`src/rtl/cr2_jtag_tap_if.sv`:
```
// Pin bundle between an external JTAG initiator and the CoolRunner-II TAP responder.
// slave = device-side TAP, master = initiator / bench side.
interface cr2_jtag_tap_if #(
  parameter int SAMPLE_WIDTH = 32
);
  logic                    TMS;
  logic                    TDI;
  logic                    TDO;
  logic                    TDO_OE;
  logic [SAMPLE_WIDTH-1:0] SAMPLE_IN;
  logic [SAMPLE_WIDTH-1:0] SAMPLE_OUT;
  logic                    UPDATE_STB;
  logic [3:0]              TAP_STATE;

  modport slave (
    input  TMS, TDI, SAMPLE_IN,
    output TDO, TDO_OE, SAMPLE_OUT, UPDATE_STB, TAP_STATE
  );

  modport master (
    output TMS, TDI, SAMPLE_IN,
    input  TDO, TDO_OE, SAMPLE_OUT, UPDATE_STB, TAP_STATE
  );
endinterface

```
`src/rtl/cr2_jtag_tap.sv`:
```
// IEEE 1149.1 TAP responder: 16-state controller, IR plus BYPASS/IDCODE/SAMPLE data registers.
// TDO is combinational from state and shift LSB; SAMPLE_OUT/UPDATE_STB register on entry to Update-DR.
module cr2_jtag_tap #(
  parameter logic [31:0]          IDCODE       = 32'h06E1C093,
  parameter int                   IR_WIDTH     = 8,
  parameter int                   SAMPLE_WIDTH = 32,
  parameter logic [IR_WIDTH-1:0]  OP_IDCODE    = IR_WIDTH'(8'h01),
  parameter logic [IR_WIDTH-1:0]  OP_SAMPLE    = IR_WIDTH'(8'h03),
  parameter logic [IR_WIDTH-1:0]  OP_BYPASS    = IR_WIDTH'(8'hFF)
) (
  input  logic          C,
  input  logic          CLR_N,
  cr2_jtag_tap_if.slave bus
);

  localparam logic [3:0] ST_TLR     = 4'd0;
  localparam logic [3:0] ST_RTI     = 4'd1;
  localparam logic [3:0] ST_SELDR   = 4'd2;
  localparam logic [3:0] ST_CAPDR   = 4'd3;
  localparam logic [3:0] ST_SHDR    = 4'd4;
  localparam logic [3:0] ST_EX1DR   = 4'd5;
  localparam logic [3:0] ST_PAUSEDR = 4'd6;
  localparam logic [3:0] ST_EX2DR   = 4'd7;
  localparam logic [3:0] ST_UPDDR   = 4'd8;
  localparam logic [3:0] ST_SELIR   = 4'd9;
  localparam logic [3:0] ST_CAPIR   = 4'd10;
  localparam logic [3:0] ST_SHIR    = 4'd11;
  localparam logic [3:0] ST_EX1IR   = 4'd12;
  localparam logic [3:0] ST_PAUSEIR = 4'd13;
  localparam logic [3:0] ST_EX2IR   = 4'd14;
  localparam logic [3:0] ST_UPDIR   = 4'd15;

  localparam logic [1:0] DR_BYP = 2'd0;
  localparam logic [1:0] DR_ID  = 2'd1;
  localparam logic [1:0] DR_SMP = 2'd2;

  localparam logic [IR_WIDTH-1:0] IR_CAPTURE = IR_WIDTH'(2'b01);

  logic [3:0]              state;
  logic [3:0]              state_nxt;
  logic [IR_WIDTH-1:0]     ir;
  logic [IR_WIDTH-1:0]     ir_sh;
  logic [31:0]             id_sh;
  logic                    byp_sh;
  logic [SAMPLE_WIDTH-1:0] smp_sh;
  logic [SAMPLE_WIDTH-1:0] sample_out;
  logic                    update_stb;
  logic [1:0]              dr_sel;
  logic                    tdo;

  always_comb begin
    state_nxt = state;
    case (state)
      ST_TLR:     state_nxt = bus.TMS ? ST_TLR     : ST_RTI;
      ST_RTI:     state_nxt = bus.TMS ? ST_SELDR   : ST_RTI;
      ST_SELDR:   state_nxt = bus.TMS ? ST_SELIR   : ST_CAPDR;
      ST_CAPDR:   state_nxt = bus.TMS ? ST_EX1DR   : ST_SHDR;
      ST_SHDR:    state_nxt = bus.TMS ? ST_EX1DR   : ST_SHDR;
      ST_EX1DR:   state_nxt = bus.TMS ? ST_UPDDR   : ST_PAUSEDR;
      ST_PAUSEDR: state_nxt = bus.TMS ? ST_EX2DR   : ST_PAUSEDR;
      ST_EX2DR:   state_nxt = bus.TMS ? ST_UPDDR   : ST_SHDR;
      ST_UPDDR:   state_nxt = bus.TMS ? ST_SELDR   : ST_RTI;
      ST_SELIR:   state_nxt = bus.TMS ? ST_TLR     : ST_CAPIR;
      ST_CAPIR:   state_nxt = bus.TMS ? ST_EX1IR   : ST_SHIR;
      ST_SHIR:    state_nxt = bus.TMS ? ST_EX1IR   : ST_SHIR;
      ST_EX1IR:   state_nxt = bus.TMS ? ST_UPDIR   : ST_PAUSEIR;
      ST_PAUSEIR: state_nxt = bus.TMS ? ST_EX2IR   : ST_PAUSEIR;
      ST_EX2IR:   state_nxt = bus.TMS ? ST_UPDIR   : ST_SHIR;
      ST_UPDIR:   state_nxt = bus.TMS ? ST_SELDR   : ST_RTI;
      default:    state_nxt = ST_TLR;
    endcase
  end

  always_ff @(posedge C or negedge CLR_N) begin
    if (!CLR_N) state <= ST_TLR;
    else        state <= state_nxt;
  end

  // Unrecognised opcodes fall through to BYPASS.
  always_comb begin
    dr_sel = DR_BYP;
    case (ir)
      OP_IDCODE: dr_sel = DR_ID;
      OP_SAMPLE: dr_sel = DR_SMP;
      OP_BYPASS: dr_sel = DR_BYP;
      default:   dr_sel = DR_BYP;
    endcase
  end

  always_ff @(posedge C or negedge CLR_N) begin
    if (!CLR_N) begin
      ir    <= OP_IDCODE;
      ir_sh <= '0;
    end else begin
      case (state)
        ST_TLR:   ir    <= OP_IDCODE;
        ST_CAPIR: ir_sh <= IR_CAPTURE;
        ST_SHIR:  ir_sh <= {bus.TDI, ir_sh[IR_WIDTH-1:1]};
        ST_UPDIR: ir    <= ir_sh;
        default:  ;
      endcase
    end
  end

  always_ff @(posedge C or negedge CLR_N) begin
    if (!CLR_N) begin
      id_sh  <= '0;
      byp_sh <= 1'b0;
      smp_sh <= '0;
    end else if (state == ST_CAPDR) begin
      case (dr_sel)
        DR_ID:   id_sh  <= IDCODE;
        DR_SMP:  smp_sh <= bus.SAMPLE_IN;
        default: byp_sh <= 1'b0;
      endcase
    end else if (state == ST_SHDR) begin
      // Shift form tolerates SAMPLE_WIDTH == 1 where a part-select would not.
      case (dr_sel)
        DR_ID:   id_sh  <= {bus.TDI, id_sh[31:1]};
        DR_SMP:  smp_sh <= (smp_sh >> 1) | (SAMPLE_WIDTH'(bus.TDI) << (SAMPLE_WIDTH - 1));
        default: byp_sh <= bus.TDI;
      endcase
    end
  end

  // Written on the edge entering Update-DR so the strobe spans exactly that state.
  always_ff @(posedge C or negedge CLR_N) begin
    if (!CLR_N) begin
      sample_out <= '0;
      update_stb <= 1'b0;
    end else if (state_nxt == ST_UPDDR && dr_sel == DR_SMP) begin
      sample_out <= smp_sh;
      update_stb <= 1'b1;
    end else begin
      update_stb <= 1'b0;
    end
  end

  always_comb begin
    tdo = 1'b0;
    if (state == ST_SHIR) begin
      tdo = ir_sh[0];
    end else if (state == ST_SHDR) begin
      case (dr_sel)
        DR_ID:   tdo = id_sh[0];
        DR_SMP:  tdo = smp_sh[0];
        default: tdo = byp_sh;
      endcase
    end
  end

  assign bus.TDO        = tdo;
  assign bus.TDO_OE     = (state == ST_SHDR) || (state == ST_SHIR);
  assign bus.SAMPLE_OUT = sample_out;
  assign bus.UPDATE_STB = update_stb;
  assign bus.TAP_STATE  = state;

endmodule

```
`src/flat_wrapper.sv`:
```
// flat-port wrapper written by rule: the top's interface ports become plain ports
module cr2_jtag_tap_flat 
#(
  parameter logic [31:0]          IDCODE       = 32'h06E1C093,
  parameter int                   IR_WIDTH     = 8,
  parameter int                   SAMPLE_WIDTH = 32,
  parameter logic [IR_WIDTH-1:0]  OP_IDCODE    = IR_WIDTH'(8'h01),
  parameter logic [IR_WIDTH-1:0]  OP_SAMPLE    = IR_WIDTH'(8'h03),
  parameter logic [IR_WIDTH-1:0]  OP_BYPASS    = IR_WIDTH'(8'hFF)
)
  (C, CLR_N, bus_TMS, bus_TDI, bus_SAMPLE_IN, bus_TDO, bus_TDO_OE, bus_SAMPLE_OUT, bus_UPDATE_STB, bus_TAP_STATE);
  cr2_jtag_tap_if #(.SAMPLE_WIDTH(SAMPLE_WIDTH)) bus_i ();
  input  logic C;
  input  logic CLR_N;
  input wire logic [$bits(bus_i.TMS)-1:0] bus_TMS;
  input wire logic [$bits(bus_i.TDI)-1:0] bus_TDI;
  input wire logic [$bits(bus_i.SAMPLE_IN)-1:0] bus_SAMPLE_IN;
  output wire logic [$bits(bus_i.TDO)-1:0] bus_TDO;
  output wire logic [$bits(bus_i.TDO_OE)-1:0] bus_TDO_OE;
  output wire logic [$bits(bus_i.SAMPLE_OUT)-1:0] bus_SAMPLE_OUT;
  output wire logic [$bits(bus_i.UPDATE_STB)-1:0] bus_UPDATE_STB;
  output wire logic [$bits(bus_i.TAP_STATE)-1:0] bus_TAP_STATE;
  assign bus_i.TMS = bus_TMS;
  assign bus_i.TDI = bus_TDI;
  assign bus_i.SAMPLE_IN = bus_SAMPLE_IN;
  assign bus_TDO = bus_i.TDO;
  assign bus_TDO_OE = bus_i.TDO_OE;
  assign bus_SAMPLE_OUT = bus_i.SAMPLE_OUT;
  assign bus_UPDATE_STB = bus_i.UPDATE_STB;
  assign bus_TAP_STATE = bus_i.TAP_STATE;
  cr2_jtag_tap #(.IDCODE(IDCODE), .IR_WIDTH(IR_WIDTH), .SAMPLE_WIDTH(SAMPLE_WIDTH), .OP_IDCODE(OP_IDCODE), .OP_SAMPLE(OP_SAMPLE), .OP_BYPASS(OP_BYPASS)) u_core (.C(C), .CLR_N(CLR_N), .bus(bus_i));
endmodule
```
`config.mk`:
```
export PLATFORM = sky130hd
export DESIGN_NAME = cr2_jtag_tap_flat
export DESIGN_NICKNAME = d
export VERILOG_FILES = /design/src/rtl/cr2_jtag_tap_if.sv /design/src/rtl/cr2_jtag_tap.sv /design/src/flat_wrapper.sv
export SDC_FILE = /design/constraint.sdc
export NUM_CORES = 1
export LEC_CHECK = 0
export CORE_ASPECT_RATIO = 1.75
export CORE_MARGIN = 2
export CORE_UTILIZATION = 55
export DETAILED_ROUTE_END_ITERATION = 6
export PLACE_DENSITY = 0.8
export SLEW_MARGIN = 20
export SYNTH_ARGS = -nofsm -noshare
export SYNTH_HDL_FRONTEND = slang
export SYNTH_SLANG_ARGS = --single-unit
```
`constraint.sdc`:
```
create_clock -name C -period 2.7 [get_ports C]
set_input_delay 0.54 -clock C [delete_from_list [all_inputs] [get_ports C]]
set_output_delay 0.54 -clock C [all_outputs]
set_load 0.01 [all_outputs]
```
==> reports/qor.txt <==
WS Path Type: reg -> out
M1 GR Usage: 0.258
Syn Nets: 470
HPWL after DPL: 7450 um
I/O pin total: 75
Overall routing resource usage: 0.243
Synth top area share: 0.536
Clk_lat worst skew: 0.41 ns
Min Tclk post-route: 3.06 ns
Clock transition at path regs: 0.06 ns
Die Height: 136 um
Grt total ovfl: 0
Min Hold Slack: 0.131 ns
Nets: 559
Number of port buffers: 74
IR drop worst, VDD: 0.971 mV
Avg Cell Area, Syn: 12.7 sq um
# Max-Cap Violations: 0
Row cnt: 48
Clock tree from TritonCTS: built
Largest net degree at the start of global routing: 46
Placed Area: 6390 sq um
GR Util met3: 0.0564
Post-route setup slack: -0.362 ns
Slew headroom: 0.604
DP Worst Slack: -0.465 ns
Synth top cells by count: 117 x dfrtp_1, 71 x mux2_2, 28 x mux2_4
Mapped Cells: 432
Worst path arrival time: 2.52 ns
Wire per inst: 18.3 um
Post-synth top flop: dfrtp_1
Combined area of the multi-input logic cells: 2290 sq um
Crit start category: flop
Setup TNS: -0.362 ns
Initial antenna violation count: 0
Yosys Warn Count: 0
GRT busiest layer: met2
Vias per cell: 5.67
Cts hold-fix bufs: 0
Final Setup Violations: 1
H-tree depth: 4
Synth area leader: dfrtp_1
Clock sinks: 118
1st-pass router iterations: 4
Design area: 7160 sq um
Yosys cell types: 44
Total core area: 9790 sq um
Slowest stage cell on the critical path: or4_4
Total Power: 0.00757 W
Antenna Violating Nets Remaining: 0
Synthesized area: 5470 sq um
ANT cells: 0
Cts bufs inserted: 17
Layout cell share with drive strength beyond 1: 0.326
Seq cells post-synth: 118
Post-synth EDFFs: 0
Period Utilization, post-route: 1.13
Crit Path Max Fanout: 4
Achievable Freq: 0.327 GHz
Ys async rst share: 1.00
Initial Utilization: 0.558
WP data required: 2.16 ns
Die area: 10800 sq um
Register Area: 2960 sq um
Slowest Stage Delay on Critical Path: 0.54 ns
Seq/Total Area, Yosys: 0.541
Hold WC Path Type: in -> async
Cells along the critical path: or4_4 > nor4b_4 > nor2b_4 > ha_4 > nand2_1 > o21ai_1 > a22o_1 > buf_2
Violated checks: setup timing
Clock root cell: clkbuf_16
Gpl congestion: 0.831
DR DRC count: 0
Crit path capture type: output port
Die width: 79.4 um
Cell with the most instances after synthesis: dfrtp_1
Final Hold Fails: 0
Routed vias: 3736
Layout fillers: 586
RSZ-0062 raised after global routing: yes
Leak: 3.34 nW
Global-route wire length before repair: 19800 um
Vias in the first global route: 4034
Global Route met2 Usage: 0.439
Synth top area cells: dfrtp_1 54%, mux2_2 15%, mux2_4 7.7%
PD cells: 1060 nW/um^2
Outcome: finished, violations left
CTS max path bufs: 2
WL final: 12100 um
Worst clock skew: 0.00582 ns
Syn-to-layout area delta: 31.0%
Slew of the pin with the lowest slew margin: 0.593 ns
Slew Limit Fails: 0
Iter 0 DRT Violations: 165
==> metrics by stage <==
stage          utilization  std cells
3_3_place_gp         0.653        623
3_5_place_dp         0.653        623
4_1_cts              0.728        656
6_report             0.732        659
2_1_floorplan            -        432
5_1_grt              0.732        659
==> sequential cells by signal (all words and copies together) (netlist names) <==
register / flops
u_core.bus.SAMPLE_OUT: 32
u_core.id_sh: 32
u_core.smp_sh: 32
u_core.ir: 8
u_core.ir_sh: 8
u_core.bus.TAP_STATE: 4
u_core.bus.UPDATE_STB: 1
u_core.byp_sh: 1
==> area by class of cell <==
type | instances | share of cell area
sequential | 118 | 0.413
multi-input combinational | 262 | 0.320
timing repair buffer | 100 | 0.137
clock buffer | 17 | 0.0594
clock inverter | 15 | 0.0381
tap | 125 | 0.0218
inverter | 22 | 0.0115
==> path summary, 6_finish.rpt <==
path | start | end | slack (ns) | depth (start not counted)
worst min register to register | u_core.id_sh[31]$_DFFE_PN0P_ | u_core.id_sh[31]$_DFFE_PN0P_ | 0.49 | 1
max in group asynchronous | CLR_N | u_core.bus.SAMPLE_OUT[30]$_DFFE_PN0P_ | 1.85 | 2
worst max-delay path | u_core.ir[7]$_DFFE_PN0P_ | bus_TDO | -0.36 | 8
min in group C | u_core.id_sh[31]$_DFFE_PN0P_ | u_core.id_sh[31]$_DFFE_PN0P_ | 0.49 | 1
worst min-delay path | CLR_N | u_core.smp_sh[9]$_DFFE_PN0P_ | 0.13 | 1
worst max register to register | u_core.ir[7]$_DFFE_PN0P_ | u_core.bus.SAMPLE_OUT[11]$_DFFE_PN0P_ | 0.04 | 9
==> power breakdown <==
part	internal [W]	leakage [nW]	switching, W
Clock	0.00183	0.342	0.000815
Combinational	0.00122	1.40	0.00128
Sequential	0.00213	1.59	0.000288
Total	0.00518	3.34	0.00238
==> timing repair <==
item	in CTS	in global routing
setup buffers	0	3
setup endpoints to repair	10	16
resized for setup	11	4
gates cloned	1	0
pin swaps	3	5
==> layer usage <==
layer | up-vias | part of all wire | routed length (um)
met5 | - | 0 | 0
met4 | 0 | 0.025 | 303
met3 | 27 | 0.040 | 486
met2 | 108 | 0.56 | 6770
met1 | 1894 | 0.37 | 4510
li1 | 1707 | - | -
==> kinds of logic (layout without fill, tap and decap cells) <==
kind of cell / Yosys count / in the layout / share of synthesized area
buffers and inverters: 53 / 154 / 0.0504
adder cells (fa/ha/maj): 2 / 2 / 0.00458
AO/OA/AOI/OAI: 62 / 63 / 0.0712
AND/OR/NAND/NOR: 87 / 87 / 0.0888
flip-flops: 118 / 118 / 0.541
multiplexers: 110 / 110 / 0.245
==> layout by cell type (no fill, tap or decap), types with 2 or more instances in the layout <==
cell / n
a211oi_1: 2
a21oi_1: 11
and2_1: 2
buf_12: 4
buf_4: 23
bufinv_16: 7
clkbuf_16: 17
clkdlybuf4s50_1: 72
clkinv_2: 2
clkinv_4: 3
dfrtp_1: 116
inv_1: 22
inv_6: 3
mux2_1: 5
mux2_2: 70
mux2_4: 29
mux2i_1: 6
nand2_1: 22
nand2b_1: 2
nand4_1: 21
nor2_1: 18
nor2b_1: 5
nor3_1: 2
nor4b_4: 2
o211ai_1: 2
o21a_1: 6
o21a_4: 2
o21ai_0: 23
o22ai_1: 9
==> worst max-delay path, delay by kind of cell, from the launching register on <==
kind            cells  cell delay, ns
buf+inv             1            0.14
compound gates      2            0.26
flops               1            0.37
fa+ha+maj           1            0.21
simple gates        4            1.13
Power figures use the tool's default switching activity.
